**src/rtl/writeback_queue.sv**
```systemverilog
// writeback_queue: merges single-cycle ALU results and backpressured
// long-latency results onto one registered register-file write port.
// Long results wait in a DEPTH-entry FIFO and drain only in cycles where
// the ALU is not writing. Writes to register 0 are dropped on both paths.
//
// Long handshake: a transfer happens in a cycle where LongValid and
// LongReady are both high at the rising edge of Clock. LongReady comes only
// from registered state (Reset and Count), never from LongValid or from a
// same-cycle pop. LongAddr/LongData only need to be stable while LongValid
// is high, and the producer keeps offering until it sees LongReady.
module writeback_queue #(
  parameter int DEPTH = 4,
  parameter int WIDTH = 32
) (
  input  logic                     Clock,
  input  logic                     Reset,
  input  logic                     AluWrite,
  input  logic [4:0]               AluAddr,
  input  logic [WIDTH-1:0]         AluData,
  input  logic                     LongValid,
  output logic                     LongReady,
  input  logic [4:0]               LongAddr,
  input  logic [WIDTH-1:0]         LongData,
  input  logic [4:0]               RsAddr,
  input  logic [4:0]               RtAddr,
  output logic                     RsPending,
  output logic                     RtPending,
  output logic                     RegWrite,
  output logic [4:0]               RdAddr,
  output logic [WIDTH-1:0]         RdData,
  output logic [$clog2(DEPTH):0]   Count
);

  localparam int PW = $clog2(DEPTH);
  localparam int CW = PW + 1;

  // FIFO storage; never cleared, validity comes from head and count
  logic [4:0]       mem_addr [DEPTH];
  logic [WIDTH-1:0] mem_data [DEPTH];

  logic [PW-1:0]    head;
  logic [PW-1:0]    tail;
  logic [CW-1:0]    count;

  logic             reg_write;
  logic [4:0]       rd_addr;
  logic [WIDTH-1:0] rd_data;

  logic             long_ready;
  logic             long_fire;
  logic             push;
  logic             alu_sel;
  logic             pop;
  logic             rs_hit;
  logic             rt_hit;

  // Ready looks only at registered occupancy so a full queue stays closed
  // for the whole cycle even when it is draining.
  assign long_ready = ~Reset & (count < CW'(DEPTH));
  assign long_fire  = LongValid & long_ready;
  // A handshake to register 0 completes but stores nothing.
  assign push       = long_fire & (LongAddr != 5'd0);
  // An ALU write to register 0 is no write at all, freeing the port.
  assign alu_sel    = AluWrite & (AluAddr != 5'd0);
  // The pop sees only the registered count, so a just-pushed entry waits.
  assign pop        = ~alu_sel & (count != '0);

  assign LongReady = long_ready;
  assign RegWrite  = reg_write;
  assign RdAddr    = rd_addr;
  assign RdData    = rd_data;
  assign Count     = count;

  // Capture accepted long results at the tail slot
  always_ff @(posedge Clock) begin
    if (push) begin
      mem_addr[tail] <= LongAddr;
      mem_data[tail] <= LongData;
    end
  end

  // Pointers, occupancy and the registered write port
  always_ff @(posedge Clock) begin
    if (Reset) begin
      head      <= '0;
      tail      <= '0;
      count     <= '0;
      reg_write <= 1'b0;
      rd_addr   <= 5'd0;
      rd_data   <= '0;
    end else begin
      if (push) begin
        tail <= tail + 1'b1;
      end
      if (pop) begin
        head <= head + 1'b1;
      end
      case ({push, pop})
        2'b10:   count <= count + 1'b1;
        2'b01:   count <= count - 1'b1;
        default: count <= count;
      endcase
      if (alu_sel) begin
        reg_write <= 1'b1;
        rd_addr   <= AluAddr;
        rd_data   <= AluData;
      end else if (pop) begin
        reg_write <= 1'b1;
        rd_addr   <= mem_addr[head];
        rd_data   <= mem_data[head];
      end else begin
        reg_write <= 1'b0;
      end
    end
  end

  // Search the occupied FIFO slots for either operand register
  always_comb begin
    logic [PW-1:0] slot;
    rs_hit = 1'b0;
    rt_hit = 1'b0;
    slot   = '0;
    for (int i = 0; i < DEPTH; i++) begin
      // distance of slot i from the head, modulo DEPTH
      slot = PW'(i) - head;
      if ({1'b0, slot} < count) begin
        if (mem_addr[i] == RsAddr) begin
          rs_hit = 1'b1;
        end
        if (mem_addr[i] == RtAddr) begin
          rt_hit = 1'b1;
        end
      end
    end
  end

  // An operand is pending while queued or sitting in the uncommitted output
  always_comb begin
    RsPending = (RsAddr != 5'd0) & (rs_hit | (reg_write & (rd_addr == RsAddr)));
    RtPending = (RtAddr != 5'd0) & (rt_hit | (reg_write & (rd_addr == RtAddr)));
  end

endmodule

```
**config.mk**
```make
export PLATFORM = sky130hd
export DESIGN_NAME = writeback_queue
export DESIGN_NICKNAME = d
export VERILOG_FILES = /design/src/rtl/writeback_queue.sv
export SDC_FILE = /design/constraint.sdc
export NUM_CORES = 1
export LEC_CHECK = 0
export CORE_ASPECT_RATIO = 0.7
export CORE_MARGIN = 1
export CORE_UTILIZATION = 54
export CTS_BUF_LIST = sky130_fd_sc_hd__clkbuf_16
export DETAILED_ROUTE_END_ITERATION = 8
export PLACE_DENSITY = 0.81
export SYNTH_ARGS = -nofsm -noshare
export SYNTH_HDL_FRONTEND = slang
export SYNTH_SLANG_ARGS = --single-unit
```
**constraint.sdc**
```tcl
create_clock -name Clock -period 3.2 [get_ports Clock]
set_clock_uncertainty 0.05 [all_clocks]
set_input_delay 0.32 -clock Clock [delete_from_list [all_inputs] [get_ports Clock]]
set_output_delay 0.32 -clock Clock [all_outputs]
set_load 0.05 [all_outputs]
```
==> metrics.md, run 1 <==
| Metric | Value |
|---|---|
| RSZ-0062 raised after global routing | `false` |
| GR peak layer | `met2` |
| Overall via count from detail_route | `5,181` |
| Worst-skew pair later-pin latency | `430 ps` |
| Setup violations, final | `0` |
| Synth top area cells | `edfxtp_1, dfxtp_1, mux4_2, xor2_1, a311oi_2` |
| Synth Flop Type | `edfxtp_1` |
| Worst hold-check path type | `reg -> reg` |
| Synth Net Count | `659` |
| Worst slew pin tran | `869 ps` |
| Post-synth top area share | `0.535` |
| Cell taking the most area after synthesis | `edfxtp_1` |
| Sequential cell fraction of total power | `0.414` |
| DR pass1 iterations | `5` |
| Data arrival, critical path | `2530 ps` |
| CP max stage delay | `420 ps` |
| Vias in the first global route | `5,484` |
| Pins Over Slew Limit | `0` |
| Most frequent cell after synthesis | `edfxtp_1` |
| Clock root buffer | `clkbuf_16` |
| Reg2Reg Launch Point | `Count[2]` |
| Worst R2R Setup Slack | `620 ps` |
| Starting Density | `0.559` |
| Path depth of the worst reg2reg path | `10` |
| Post-synth top cells | `edfxtp_1, nand2_1, nor2_1` |
| Net Sw Frac | `0.343` |
| Flops & latches, synth | `195` |
| Crit path to | `RtPending` |
| Largest net degree at the start of global routing | `76` |
| Kind of critical path | `reg -> out` |
| Grt ovf | `0` |
| Final min period | `2900 ps` |
| ANT nets after route | `0` |
| Total power | `0.00760 W` |
| Hold Startpoint | `RdData[22]` |
| Reg2reg end | `Count[2]` |
| Routing usage on met2 | `0.395` |
| Deepest clock path buffer count | `2` |
| Top Family by Delay on Critical Path | `compound AO/OA/AOI/OAI gates` |
| Mapped Avg Cell Area | `14.8 sq um` |
| Static Leak | `3.46 nW` |
| Logic gate share of total power | `0.316` |
| Critical path depth | `8` |
| Die Ht | `106 um` |
| Max_cap viols | `0` |
| Element type at the critical path start | `flop` |
| Int Power | `0.00499 W` |
| Rows | `37` |
| Number of DRC markers after the initial detailed-route iteration | `384` |
| Clk sinks | `195` |
| # port buffers | `131` |
| Final Cycle Share | `0.906` |
| Post-synth EDFFs | `148` |
| VDD IR max | `0.000404 V` |
| DRC Markers | `0` |
| Crit end category | `primary output` |
| Worst Path Buf+Inv | `2` |
| # IOs | `132` |
| Final hold violation count | `0` |
| Area Growth Syn to Fin | `25.2%` |
| Clock share of power | `0.270` |
| Sequential fraction of the synthesis area | `0.648` |
| Initial antenna violation count | `1` |
| Status | `finished clean` |
| Max Fclk | `345 MHz` |
| Fin util | `0.700` |
| Total CTS buffers | `17` |
| Clk slew on worst S/H paths | `70 ps` |
| Met3 GRT Util | `0.0697` |
| Mapped Area | `8310 sq um` |
| First-pass GRT wire length | `29.5 mm` |
| GRT Total Usage | `0.255` |
| Number of nets in the layout | `783` |
| Htree depth | `4` |
| M1 GR Usage | `0.351` |
| Relative slew slack | `0.421` |
| Via-per-instance ratio | `5.80` |
| Slowest cell on the critical path | `dfxtp_1` |
| Hold Buf Count CTS | `0` |
| Crit. Startpoint | `Count[1]` |
| Psw | `0.00261 W` |
| Post-DP HPWL | `12.7 mm` |
| Core area | `14,900 sq um` |
| Pwr Density | `730 nW/um^2` |
| Fill count | `972` |
| Layout cells sized above 1 | `0.160` |
| Ys Warns | `0` |
| Post-CTS Setup Repair Bufs | `0` |
| Synthesized instance count | `561` |
| CTS tree | `built` |
| Post-Route WL | `18.7 mm` |
| DIE WIDTH | `150 um` |
| RD Place Congestion | `0.927` |
| Post-cts resize count | `0` |
| Setup TNS | `0 ps` |
| Critical Path RT | `2830 ps` |
| Die ar. | `15,900 sq um` |
| Drt wl/cell | `20.9 um` |
| Async S/R FF share, synth | `0` |
| Cell breakdown of the critical path | `inv_1 > ha_1 > a21boi_0 > o21bai_1 > nand3_1 > nor4_1 > o22a_1 > buf_4` |
| CP Max Fanout | `5` |
| Synth cell types | `34` |
==> tightest hold or removal path, cell delays in order, from the launching register on <==
cell      delay (ps)
dfxtp_1          310
nand2_1           50
a311oi_1          70
==> worst min-delay path by stage <==
stage / to / slack (ps) / depth (start not counted)
2_1_floorplan: mem_addr[0][0] / 370 / 0
3_3_place_gp: RdData[31] / 420 / 2
3_5_place_dp: RdData[20] / 420 / 2
4_1_cts: RdData[21] / 430 / 3
5_1_grt: RdData[22] / 450 / 3
6_report: RdData[22] / 430 / 2
==> kinds of logic after synthesis <==
logic type | share of synthesized area
adders and majority gates | 0.0160
DFF | 0.648
xor gates and xnor gates | 0.0590
AOI/OAI and AO/OA | 0.0682
muxes | 0.102
buffers and inverters | 0.0271
and+or+nand+nor | 0.0800
==> final cells by class <==
cell class                 instances  area, sq um  area share
antenna                            1         2.50    0.000241
tap                              195          244      0.0235
multi-input combinational        318         2720       0.261
sequential                       195         5390       0.518
clock inverter                    15          154      0.0148
timing repair buffer             145         1440       0.139
clock buffer                      17          425      0.0409
inverter                           8         30.0     0.00289
==> power by group through the flow <==
stage | sequential [W] | clock (W) | combinational, W
floorplan | 0.00348 | 0 | 0.00130
global placement | 0.00318 | 0 | 0.00235
detailed placement | 0.00320 | 0 | 0.00239
CTS | 0.00315 | 0.00208 | 0.00241
global route | 0.00318 | 0.00218 | 0.00257
finish | 0.00314 | 0.00205 | 0.00240
==> sequential cells by signal (all words and copies together), names as in the netlist, named ones only <==
name and count:
Count 3, tail 2, RegWrite 1, mem_addr 20, RdAddr 5, mem_data 128
head 2, RdData 32
==> placed cells by master (no fill, tap or decap), drive strengths merged <==
master,n
edfxtp,148
clkdlybuf4s50,128
nand2,76
nor2,51
dfxtp,47
xor2,42
mux4,37
a311oi,36
clkbuf,17
buf,17
xnor2,14
inv,14
ha,9
nor3,8
a21oi,7
clkinv,6
nand3,5
and2,5
nor4,4
nand4,4
o211ai,4
or4,3
or3,2
o21bai,2
o22a,2
clkinvlp,2
o21ai,2
diode,1
a21boi,1
nand2b,1
a22oi,1
mux2i,1
fa,1
bufinv,1
==> through the flow <==
step	area (sq um)	std cells	worst slack (ps)	hold WS, ps
4_1_cts	10400	893	340	427
2_1_floorplan	8310	561	188	369
3_5_place_dp	9820	861	142	422
3_3_place_gp	9820	861	215	418
6_report	10400	894	302	435
5_1_grt	10400	893	140	451
==> per-layer routing <==
layer,vias up,part of all wire
met4,0,0.017
met5,-,0
met3,34,0.067
met2,194,0.48
li1,2357,-
met1,2596,0.44
(Power assumes the default switching activity.)
==> run 2: changes to the inputs <==
- GPL_TIMING_DRIVEN: unset -> 0
- PLACE_DENSITY: 0.81 -> 0.82
==> run 2 against run 1 <==
Via count increased by 3.6%. Critical endpoint is now RsPending. Clock-buffer cell count unchanged. Fmax about the same. Sequential power decreased by 2%. Highest routed layer unchanged.
==> metrics.md, run 2 (synthesis results as in run 1) <==
| Metric | Value |
|---|---|
| Status | `finished clean (unchanged)` |
| CP Max Fanout | `5 (unchanged)` |
| Element type at the critical path start | `flop (unchanged)` |
| Overall via count from detail_route | `5,370 (was 5,181)` |
| Core area | `14,900 sq um (unchanged)` |
| Starting Density | `0.559 (unchanged)` |
| Final min period | `2900 ps (about the same)` |
| Area Growth Syn to Fin | `24.4% (was 25.2%)` |
| First-pass GRT wire length | `30.9 mm (was 29.5 mm)` |
| # port buffers | `121 (was 131)` |
| RD Place Congestion | `0.925 (was 0.927)` |
| Post-CTS Setup Repair Bufs | `0 (unchanged)` |
| Vias in the first global route | `5,590 (was 5,484)` |
| Die ar. | `15,900 sq um (unchanged)` |
| Clock root buffer | `clkbuf_16 (unchanged)` |
| Final non-filler cell area | `10,300 sq um (was 10,400 sq um)` |
| Clk sinks | `195 (unchanged)` |
| Most frequent cells in the layout | `edfxtp_1, clkdlybuf4s50_1, nand2_1 (unchanged)` |
| Post-Route WL | `20.3 mm (was 18.7 mm)` |
| Pins Over Slew Limit | `0 (unchanged)` |
| Relative slew slack | `0.261 (was 0.421)` |
| Max FFs per register | `128 (unchanged)` |
| Data arrival, critical path | `2530 ps (about the same)` |
| Rows | `37 (unchanged)` |
| VDD IR max | `0.000519 V (was 0.000404 V)` |
| Layout cells sized above 1 | `0.151 (was 0.160)` |
| Max_cap viols | `0 (unchanged)` |
| CTS tree | `built (unchanged)` |
| Final Cycle Share | `0.907 (was 0.906)` |
| Htree depth | `4 (unchanged)` |
| Hold Buf Count CTS | `0 (unchanged)` |
| Number of nets in the layout | `799 (was 783)` |
| Crit end category | `primary output (unchanged)` |
| Post-DP HPWL | `13.6 mm (was 12.7 mm)` |
| N_diodes | `0 (was 1)` |
| DR pass1 iterations | `5 (unchanged)` |
| Hold_ws | `434 ps (was 435 ps)` |
| Die Ht | `106 um (unchanged)` |
| DP Area | `9770 sq um (was 9820 sq um)` |
| Setup violations, final | `0 (unchanged)` |
| Largest net degree at the start of global routing | `38 (was 76)` |
| GRT Total Usage | `0.272 (was 0.255)` |
| Setup WS pre-CTS | `0.935 ps (was 142 ps)` |
| Worst slew pin tran | `1110 ps (was 869 ps)` |
| ANT nets after route | `0 (unchanged)` |
| Grt ovf | `0 (unchanged)` |
| DRC Markers | `0 (unchanged)` |
| Total CTS buffers | `17 (unchanged)` |
| DIE WIDTH | `150 um (unchanged)` |
| Drt wl/cell | `22.3 um (was 20.9 um)` |
| Critical Path RT | `2830 ps (about the same)` |
| Setup TNS | `0 ps (unchanged)` |
| RSZ-0062 raised after global routing | `false (unchanged)` |
| Largest Register | `mem_data (unchanged)` |
| Final hold violation count | `0 (unchanged)` |
| Number of DRC markers after the initial detailed-route iteration | `446 (was 384)` |
| Max Fclk | `345 MHz (about the same)` |
| Most common cell after layout, fill and taps aside | `edfxtp_1 (unchanged)` |
| Pwr Density | `740 nW/um^2 (was 730 nW/um^2)` |
| Clk slew on worst S/H paths | `70 ps (about the same)` |
| Kind of critical path | `reg -> out (unchanged)` |
| Worst-skew pair later-pin latency | `440 ps (was 430 ps)` |
| Static Leak | `3.43 nW (was 3.46 nW)` |
| PnR worst setup slack | `299 ps (was 302 ps)` |
| Via-per-instance ratio | `5.91 (was 5.80)` |
| # IOs | `132 (unchanged)` |
| Initial antenna violation count | `0 (was 1)` |
| Worst hold-check path type | `in -> reg (was reg -> reg)` |
| Deepest clock path buffer count | `2 (unchanged)` |
-- run 2: changes by cell type in the layout (fill, tap and decap cells not counted), moves of 2 or more --
cell / previous run / this run
buf_12: 3 / 0
buf_2: 1 / 6
buf_4: 13 / 6
buf_6: 0 / 2
clkbuf_1: 0 / 25
clkbuf_2: 0 / 2
clkdlybuf4s50_1: 128 / 119
clkinv_4: 3 / 0
dfxtp_1: 45 / 47
dfxtp_2: 2 / 0
inv_6: 1 / 5
inv_8: 4 / 2
-- run 2: path summary, 6_finish.rpt --
path,startpoint,endpoint,slack [ps],depth (start not counted)
setup / recovery,Count[1],RsPending,300,8
hold / removal,AluData[14],RdData[14],430,3
setup reg to reg,Count[0],Count[2],310,9
hold reg to reg,RdData[21],RdData[21],430,2
-- run 2: stage by stage --
step | util | power (W) | instances
2_1_floorplan | - | 0.00479 | 561
5_1_grt | 0.695 | 0.00794 | 909
3_5_place_dp | 0.657 | 0.00560 | 877
4_1_cts | 0.696 | 0.00766 | 909
3_3_place_gp | 0.657 | 0.00553 | 877
6_report | 0.695 | 0.00764 | 909
-- run 2: routing by layer --
layer  vias to the layer above  GRT usage  wire length (um)
li1                       2391          -                 -
met1                      2723      0.391              9050
met2                       220      0.407              9440
met3                        36     0.0636              1390
met4                         0     0.0967               397
met5                         -          0                 0
-- run 2: power by group --
part	internal (W)	switching [W]	leakage [nW]	total, W
registers	0.00293	0.000143	1.73	0.00307
clock network	0.00109	0.000986	0.280	0.00208
logic	0.000946	0.00154	1.42	0.00249
-- run 2: what timing repair did --
action / 4_1_cts / 5_1_grt
gates cloned: 0 / 0
setup endpoints to repair: 2 / 2
resized for setup: 2 / 4
-- run 2: final cells by class --
| class | instances | area [sq um] |
|---|---|---|
| Timing Repair Buffer | 121 | 1200 |
| Clock buffer | 17 | 425 |
| Clock inverter | 15 | 148 |
| Inverter | 8 | 30.0 |
| Fill cell | 992 | 4530 |
| Buffer | 40 | 195 |
| Multi-Input combinational cell | 318 | 2700 |
| Tap cell | 195 | 244 |
| Sequential cell | 195 | 5390 |
-- run 2: worst max-delay path: stages, from the launching register on --
cell and delay (ps):
dfxtp_1 410, inv_1 150, ha_1 330, a21boi_0 130
o21bai_1 220, nand3_1 190, nor4_1 210, o22a_1 180
clkbuf_2 270
